$ cat config.mk
export PLATFORM = sky130hd
export DESIGN_NAME = matmul_result_reader
export DESIGN_NICKNAME = d
export VERILOG_FILES = /design/src/rtl/matmul_pkg.sv /design/src/rtl/matmul_rc_counter.sv /design/src/rtl/matmul_result_reader.sv
export SDC_FILE = /design/constraint.sdc
export NUM_CORES = 1
export LEC_CHECK = 0
export BUFFER_PORTS_ARGS = -buffer_cell sky130_fd_sc_hd__buf_2
export CORE_UTILIZATION = 50
export CTS_BUF_LIST = sky130_fd_sc_hd__clkbuf_4 sky130_fd_sc_hd__clkbuf_8
export DETAILED_ROUTE_END_ITERATION = 10
export GPL_TIMING_DRIVEN = 0
export MAX_ROUTING_LAYER = met4
export PLACE_DENSITY = 0.85
export SETUP_SLACK_MARGIN = 0.4
export SYNTH_ARGS = -nofsm -noshare
export SYNTH_HDL_FRONTEND = slang
export SYNTH_HIERARCHICAL = 1
export SYNTH_SLANG_ARGS = --single-unit
$ cat constraint.sdc
create_clock -name clk_i -period 4.1 [get_ports clk_i]
set_input_delay 0.41 -clock clk_i [delete_from_list [all_inputs] [get_ports clk_i]]
set_output_delay 0.41 -clock clk_i [all_outputs]
set_load 0.005 [all_outputs]
$ cat src/rtl/matmul_pkg.sv
`default_nettype none
// ============================================================================
// Module      : matmul_pkg
// Description : Shared constants and state encoding for the matmul result
//               path (reader, row/col counter, operand feeder).
// Revision    : 1.0 - initial release
// ============================================================================
package matmul_pkg;

    localparam int DEF_DATA_WIDTH = 32;
    localparam int DEF_BUS_WIDTH  = 64;
    localparam int DEF_MAX_DIM    = DEF_BUS_WIDTH / DEF_DATA_WIDTH;

    // Row/column index width; covers matrices up to 4x4.
    localparam int DIM_W          = 2;

    // A C element is the full-precision product width of two operands.
    localparam int ELEM_MULT      = 2;

    typedef enum logic [0:0] {
        ST_IDLE   = 1'b0,
        ST_STREAM = 1'b1
    } rd_state_t;

endpackage : matmul_pkg
`default_nettype wire

$ cat src/rtl/matmul_rc_counter.sv
`default_nettype none
// ============================================================================
// Module      : matmul_rc_counter
// Description : Row-major row/column walker bounded by inclusive limits
//               n_max/m_max. load_zero wins over advance. last flags the
//               final (n_max, m_max) position.
// Revision    : 1.0 - initial release
// ============================================================================
module matmul_rc_counter
    import matmul_pkg::*;
(
    input  logic             clk,
    input  logic             rst,
    input  logic             load_zero,
    input  logic             advance,
    input  logic [DIM_W-1:0] n_max,
    input  logic [DIM_W-1:0] m_max,
    output logic [DIM_W-1:0] row,
    output logic [DIM_W-1:0] col,
    output logic             last
);

    // Walk columns first, wrapping into the next row at m_max.
    always_ff @(posedge clk) begin
        if (rst) begin
            row <= '0;
            col <= '0;
        end else if (load_zero) begin
            row <= '0;
            col <= '0;
        end else if (advance) begin
            if (col < m_max) begin
                col <= col + DIM_W'(1);
            end else begin
                col <= '0;
                row <= row + DIM_W'(1);
            end
        end
    end

    assign last = (row == n_max) && (col == m_max);

endmodule : matmul_rc_counter
`default_nettype wire

$ cat src/rtl/matmul_result_reader.sv
`default_nettype none
// ============================================================================
// Module      : matmul_result_reader
// Description : Snapshots the systolic array's C matrix on a completion
//               pulse and streams the valid (N+1)x(M+1) elements row-major
//               over a valid/ready bus, sign-extended to the bus width.
// Revision    : 1.0 - initial release
// ============================================================================
module matmul_result_reader
    import matmul_pkg::*;
#(
    parameter int DATA_WIDTH = DEF_DATA_WIDTH,
    parameter int BUS_WIDTH  = DEF_BUS_WIDTH,
    parameter int MAX_DIM    = BUS_WIDTH / DATA_WIDTH
) (
    input  logic                                          clk_i,
    input  logic                                          rst_i,
    input  logic                                          done_i,
    input  logic [DIM_W-1:0]                              N_i,
    input  logic [DIM_W-1:0]                              M_i,
    input  logic [MAX_DIM*MAX_DIM*ELEM_MULT*DATA_WIDTH-1:0] c_matrix_i,
    output logic [BUS_WIDTH-1:0]                          data_o,
    output logic                                          valid_o,
    input  logic                                          ready_i,
    output logic [DIM_W-1:0]                              row_o,
    output logic [DIM_W-1:0]                              col_o,
    output logic                                          last_o,
    output logic                                          busy_o,
    output logic                                          drop_o
);

    localparam int               ELEM_W  = ELEM_MULT * DATA_WIDTH;
    localparam int               FLAT_W  = MAX_DIM * MAX_DIM * ELEM_W;
    localparam logic [DIM_W-1:0] MAX_IDX = DIM_W'(MAX_DIM - 1);

    if (BUS_WIDTH < ELEM_W) begin : g_bus_width_check
        $error("matmul_result_reader: BUS_WIDTH must be >= 2*DATA_WIDTH");
    end
    if ((MAX_DIM > 4) || (MAX_DIM < 1)) begin : g_max_dim_check
        $error("matmul_result_reader: MAX_DIM must be in 1..4");
    end

    rd_state_t          state;
    rd_state_t          state_next;
    logic               capture;
    logic               advance;
    logic               load_zero;
    logic               drop_next;
    logic [FLAT_W-1:0]  c_shadow;
    logic [DIM_W-1:0]   n_shadow;
    logic [DIM_W-1:0]   m_shadow;
    logic [DIM_W-1:0]   n_clamped;
    logic [DIM_W-1:0]   m_clamped;
    logic [DIM_W-1:0]   row;
    logic [DIM_W-1:0]   col;
    logic               cnt_last;
    logic [ELEM_W-1:0]  element;
    logic               streaming;

    // Dimensions beyond the physical array are pinned to the array edge so
    // the element mux never addresses outside the snapshot.
    assign n_clamped = (N_i > MAX_IDX) ? MAX_IDX : N_i;
    assign m_clamped = (M_i > MAX_IDX) ? MAX_IDX : M_i;

    // State register.
    always_ff @(posedge clk_i) begin
        if (rst_i) begin
            state <= ST_IDLE;
        end else begin
            state <= state_next;
        end
    end

    // Next-state and control: capture, counter steering, drop detection.
    always_comb begin
        state_next = state;
        capture    = 1'b0;
        advance    = 1'b0;
        load_zero  = 1'b0;
        drop_next  = 1'b0;
        case (state)
            ST_IDLE: begin
                if (done_i) begin
                    capture    = 1'b1;
                    load_zero  = 1'b1;
                    state_next = ST_STREAM;
                end
            end
            ST_STREAM: begin
                if (ready_i && cnt_last) begin
                    // Final beat accepted; a coincident done_i chains the
                    // next matrix with no idle gap.
                    load_zero = 1'b1;
                    if (done_i) begin
                        capture = 1'b1;
                    end else begin
                        state_next = ST_IDLE;
                    end
                end else if (ready_i) begin
                    advance = 1'b1;
                end
                drop_next = done_i && !capture;
            end
            default: begin
                state_next = ST_IDLE;
            end
        endcase
    end

    // Shadow copy of the result matrix and its active dimensions.
    always_ff @(posedge clk_i) begin
        if (rst_i) begin
            c_shadow <= '0;
            n_shadow <= '0;
            m_shadow <= '0;
        end else if (capture) begin
            c_shadow <= c_matrix_i;
            n_shadow <= n_clamped;
            m_shadow <= m_clamped;
        end
    end

    // Registered one-cycle pulse for each ignored completion.
    always_ff @(posedge clk_i) begin
        if (rst_i) begin
            drop_o <= 1'b0;
        end else begin
            drop_o <= drop_next;
        end
    end

    matmul_rc_counter u_rc_counter (
        .clk       (clk_i),
        .rst       (rst_i),
        .load_zero (load_zero),
        .advance   (advance),
        .n_max     (n_shadow),
        .m_max     (m_shadow),
        .row       (row),
        .col       (col),
        .last      (cnt_last)
    );

    // Select the shadow element addressed by the current row/col.
    always_comb begin
        element = '0;
        for (int r = 0; r < MAX_DIM; r++) begin
            for (int c = 0; c < MAX_DIM; c++) begin
                if ((row == DIM_W'(r)) && (col == DIM_W'(c))) begin
                    element = c_shadow[(r*MAX_DIM + c)*ELEM_W +: ELEM_W];
                end
            end
        end
    end

    assign streaming = (state == ST_STREAM);
    assign valid_o   = streaming;
    assign busy_o    = streaming;
    assign last_o    = streaming && cnt_last;
    assign row_o     = row;
    assign col_o     = col;
    assign data_o    = streaming ? BUS_WIDTH'($signed(element)) : '0;

endmodule : matmul_result_reader
`default_nettype wire

==> reports/metrics.cfg <==
[sta]
slew_viol_final = 0
setup_violations = 0
rsz0062_at_grt = no
fin_skew_ns = 0.0103
fin_setup_tns_ns = 0
period_share_pct = 76.1
worst_pin_slew_ns = 1.04
min_period_ns = 3.12
worst_slack_ns = 0.980
max_freq_mhz = 321
hold_viol = 0
max_slew_margin_pct = 30.9

[setup_path]
crit_path_end = data_o[6]
reg2reg_from = u_rc_counter/col[0]$_SDFFE_PP0P_
arrival_ns = 2.71
ff2ff_path_depth = 10
end_kind = output port
cp_max_fo = 10
critical_path.startpoint = u_rc_counter/col[0]$_SDFFE_PP0P_
timing.rr.end = c_shadow[191]$_SDFFE_PP0P_
critical_path_class = reg2out
cp-start-kind = flip-flop
r2r_slack_ns = 1.46
cp_data_required_time_ns = 3.69

[global_route]
first_global_vias = 12900
grt_antenna_before_repair = 4
grt_pass1_wl_mm = 66.3
overflow = 0
grt_max_degree = 12
grt_usage_pct = 35.4

[run_status]
status = complete, no violations

[drt]
via_count = 13800
met2_length_mm = 20.8
routedWlPerCell_um = 19.6
wl_met3_mm = 3.76
top_layer = met4
drt_pre_antenna_iters = 5
drc_errors = 0
final_antenna_net_count = 0
routed_wl_mm = 44.2
viasPerCell = 6.12
m1WireLength_mm = 17.6
drt_iter0_markers = 1593

[place]
placed_cell_area_um2 = 14300
port-buffer-count = 334
dp_hpwl_mm = 32.2
dp_cells = 2173
place_ws_ns = 1.52
gp_congestion = 0.923

[cts]
hold_buffers = 0
cts.htree.levels = 2
ctsLongestPathBuffers = 3
clk_latency_ns = 0.55
cts.sinks = 266
cts_tree = built
path_clk_slew_ns = 0.06
postCtsSetupBuffers = 0
cts-root-buf = clkbuf_8
cts_resized = 0
cts_made_buffers = 43

[final_layout]
layoutNonFillerInstCount = 2253
final_common_cell = buf_2
drive_gt1_share_pct = 26.0
nNetsFinal = 2165
final_cell_mix = 382 x buf_2, 266 x dfxtp_1, 259 x a21oi_1
stdcell_area_um2 = 15200
nFillCells = 2123
area.growth.synth_to_final_pct = 24.3

[synth]
synth_edf_count = 0
synthesis.area_um2 = 12200
yosysWarnings = 6
synth.avg_cell_area_um2 = 8.02
syn_nets = 1786
synth.distinct_cells = 37
yosysSeqAreaShare_pct = 43.7
syn_inst = 1520
async_flop_share_pct = 0
synth_seq_cells = 266
synth_ff_type = dfxtp_1

[pwr]
vdd.ir_drop.worst_uv = 253
p_switching_mw = 1.77
power.total_mw = 6.22
power.leakage_nw = 6.14
pwr_density_cell_nw_per_um2 = 411
switching_share_pct = 28.5
p_clk_share_pct = 38.3
internal-power_mw = 4.45
seqPwrFrac_pct = 45.6
comb_power_share_pct = 16.1

[floorplanning]
die_w_um = 158
start_util_pct = 51.5
die_area_um2 = 25000
die_y_um = 158
coreArea_um2 = 23700
rows = 56
ios = 336

[min_path]
hold_path.class = in2reg

[flow_run]
drv_cap = 0

## power by group through the flow
stage                     Sequential [mW]  Combinational [mW]  Clock, mW
after floorplan                      2.86               0.605          0
after global placement               2.88               0.956          0
after detailed placement             2.88               0.979          0
after CTS                            2.83               0.985       2.37
after global routing                 2.85                1.09       2.49
final                                2.83                1.00       2.38
## routing by layer
layer / GRT usage, % / vias to the layer above
li1: - / 6343
met1: 43.2 / 6461
met2: 56.5 / 838
met3: 5.58 / 152
met4: 18.4 / 0
met5: - / -
## registers in the layout, indices dropped and copies added (netlist names)
register / cells
c_shadow: 256
m_shadow: 2
n_shadow: 2
u_rc_counter/col: 2
u_rc_counter/row: 2
busy_o: 1
drop_o: 1
## per-stage QoR
step | util, % | hold slack (ns)
floorplan | - | 0.449
global placement | 60.2 | 0.458
detailed placement | 60.2 | 0.464
CTS | 63.9 | 0.0553
global route | 64.0 | 0.0973
finish | 64.0 | 0.0840
## cell families after synthesis
logic type	share of synthesized area, %
buf+inv	8.28
mux	0.164
simple gates	17.1
fa+ha+maj	0.205
xor+xnor	0.288
flops	43.7
compound gates	30.3
## synthesized netlist by cell type, types with 2 or more instances
master | n | area [um^2]
a21oi_1 | 259 | 1300
buf_2 | 48 | 240
or3_1 | 2 | 12.5
clkbuf_1 | 82 | 308
o221ai_1 | 64 | 561
buf_1 | 17 | 63.8
o21ai_0 | 209 | 1050
nor2b_1 | 49 | 307
a211oi_1 | 66 | 495
inv_1 | 2 | 7.51
nor4_1 | 2 | 12.5
nor3_1 | 2 | 10.0
dfxtp_1 | 266 | 5330
ha_1 | 2 | 25.0
nor2_1 | 68 | 255
buf_4 | 14 | 105
nand2_1 | 4 | 15.0
mux2i_1 | 2 | 20.0
nor3b_1 | 3 | 22.5
buf_6 | 23 | 259
xor2_1 | 3 | 26.3
nand3_1 | 257 | 1290
and2b_1 | 15 | 113
o21ai_1 | 48 | 240
## cell type report
type                            instances  area (um^2)  share of cell area [%]
Multi-Input combinational cell       1065         5850                    38.6
Timing Repair Buffer                  334         1670                    11.0
Antenna cell                            4         10.0                  0.0661
Clock buffer                           69          843                    5.57
Clock inverter                          7         42.5                   0.281
Sequential cell                       266         5330                    35.1
Buffer                                186          996                    6.57
Inverter                                3         12.5                  0.0826
Tap cell                              319          399                    2.63
## how the worst min path moves through the flow
stage                               from                          endpoint  cells after the start
2_1_floorplan   c_shadow[0]$_SDFFE_PP0P_          c_shadow[0]$_SDFFE_PP0P_                      2
3_3_place_gp    c_shadow[1]$_SDFFE_PP0P_          c_shadow[1]$_SDFFE_PP0P_                      2
3_5_place_dp   c_shadow[51]$_SDFFE_PP0P_         c_shadow[51]$_SDFFE_PP0P_                      2
4_1_cts                            rst_i  u_rc_counter/col[1]$_SDFFE_PP0P_                      2
5_1_grt                            rst_i  u_rc_counter/col[1]$_SDFFE_PP0P_                      2
6_report                           rst_i  u_rc_counter/col[1]$_SDFFE_PP0P_                      2
## critical path, stage by stage, from the launching register on
cell and delay, ns:
dfxtp_1 0.47, clkbuf_1 0.79, clkbuf_1 0.42, a211oi_1 0.11, nor2_1 0.21, buf_2 0.15
No activity file was read; power rests on OpenSTA's default activity.
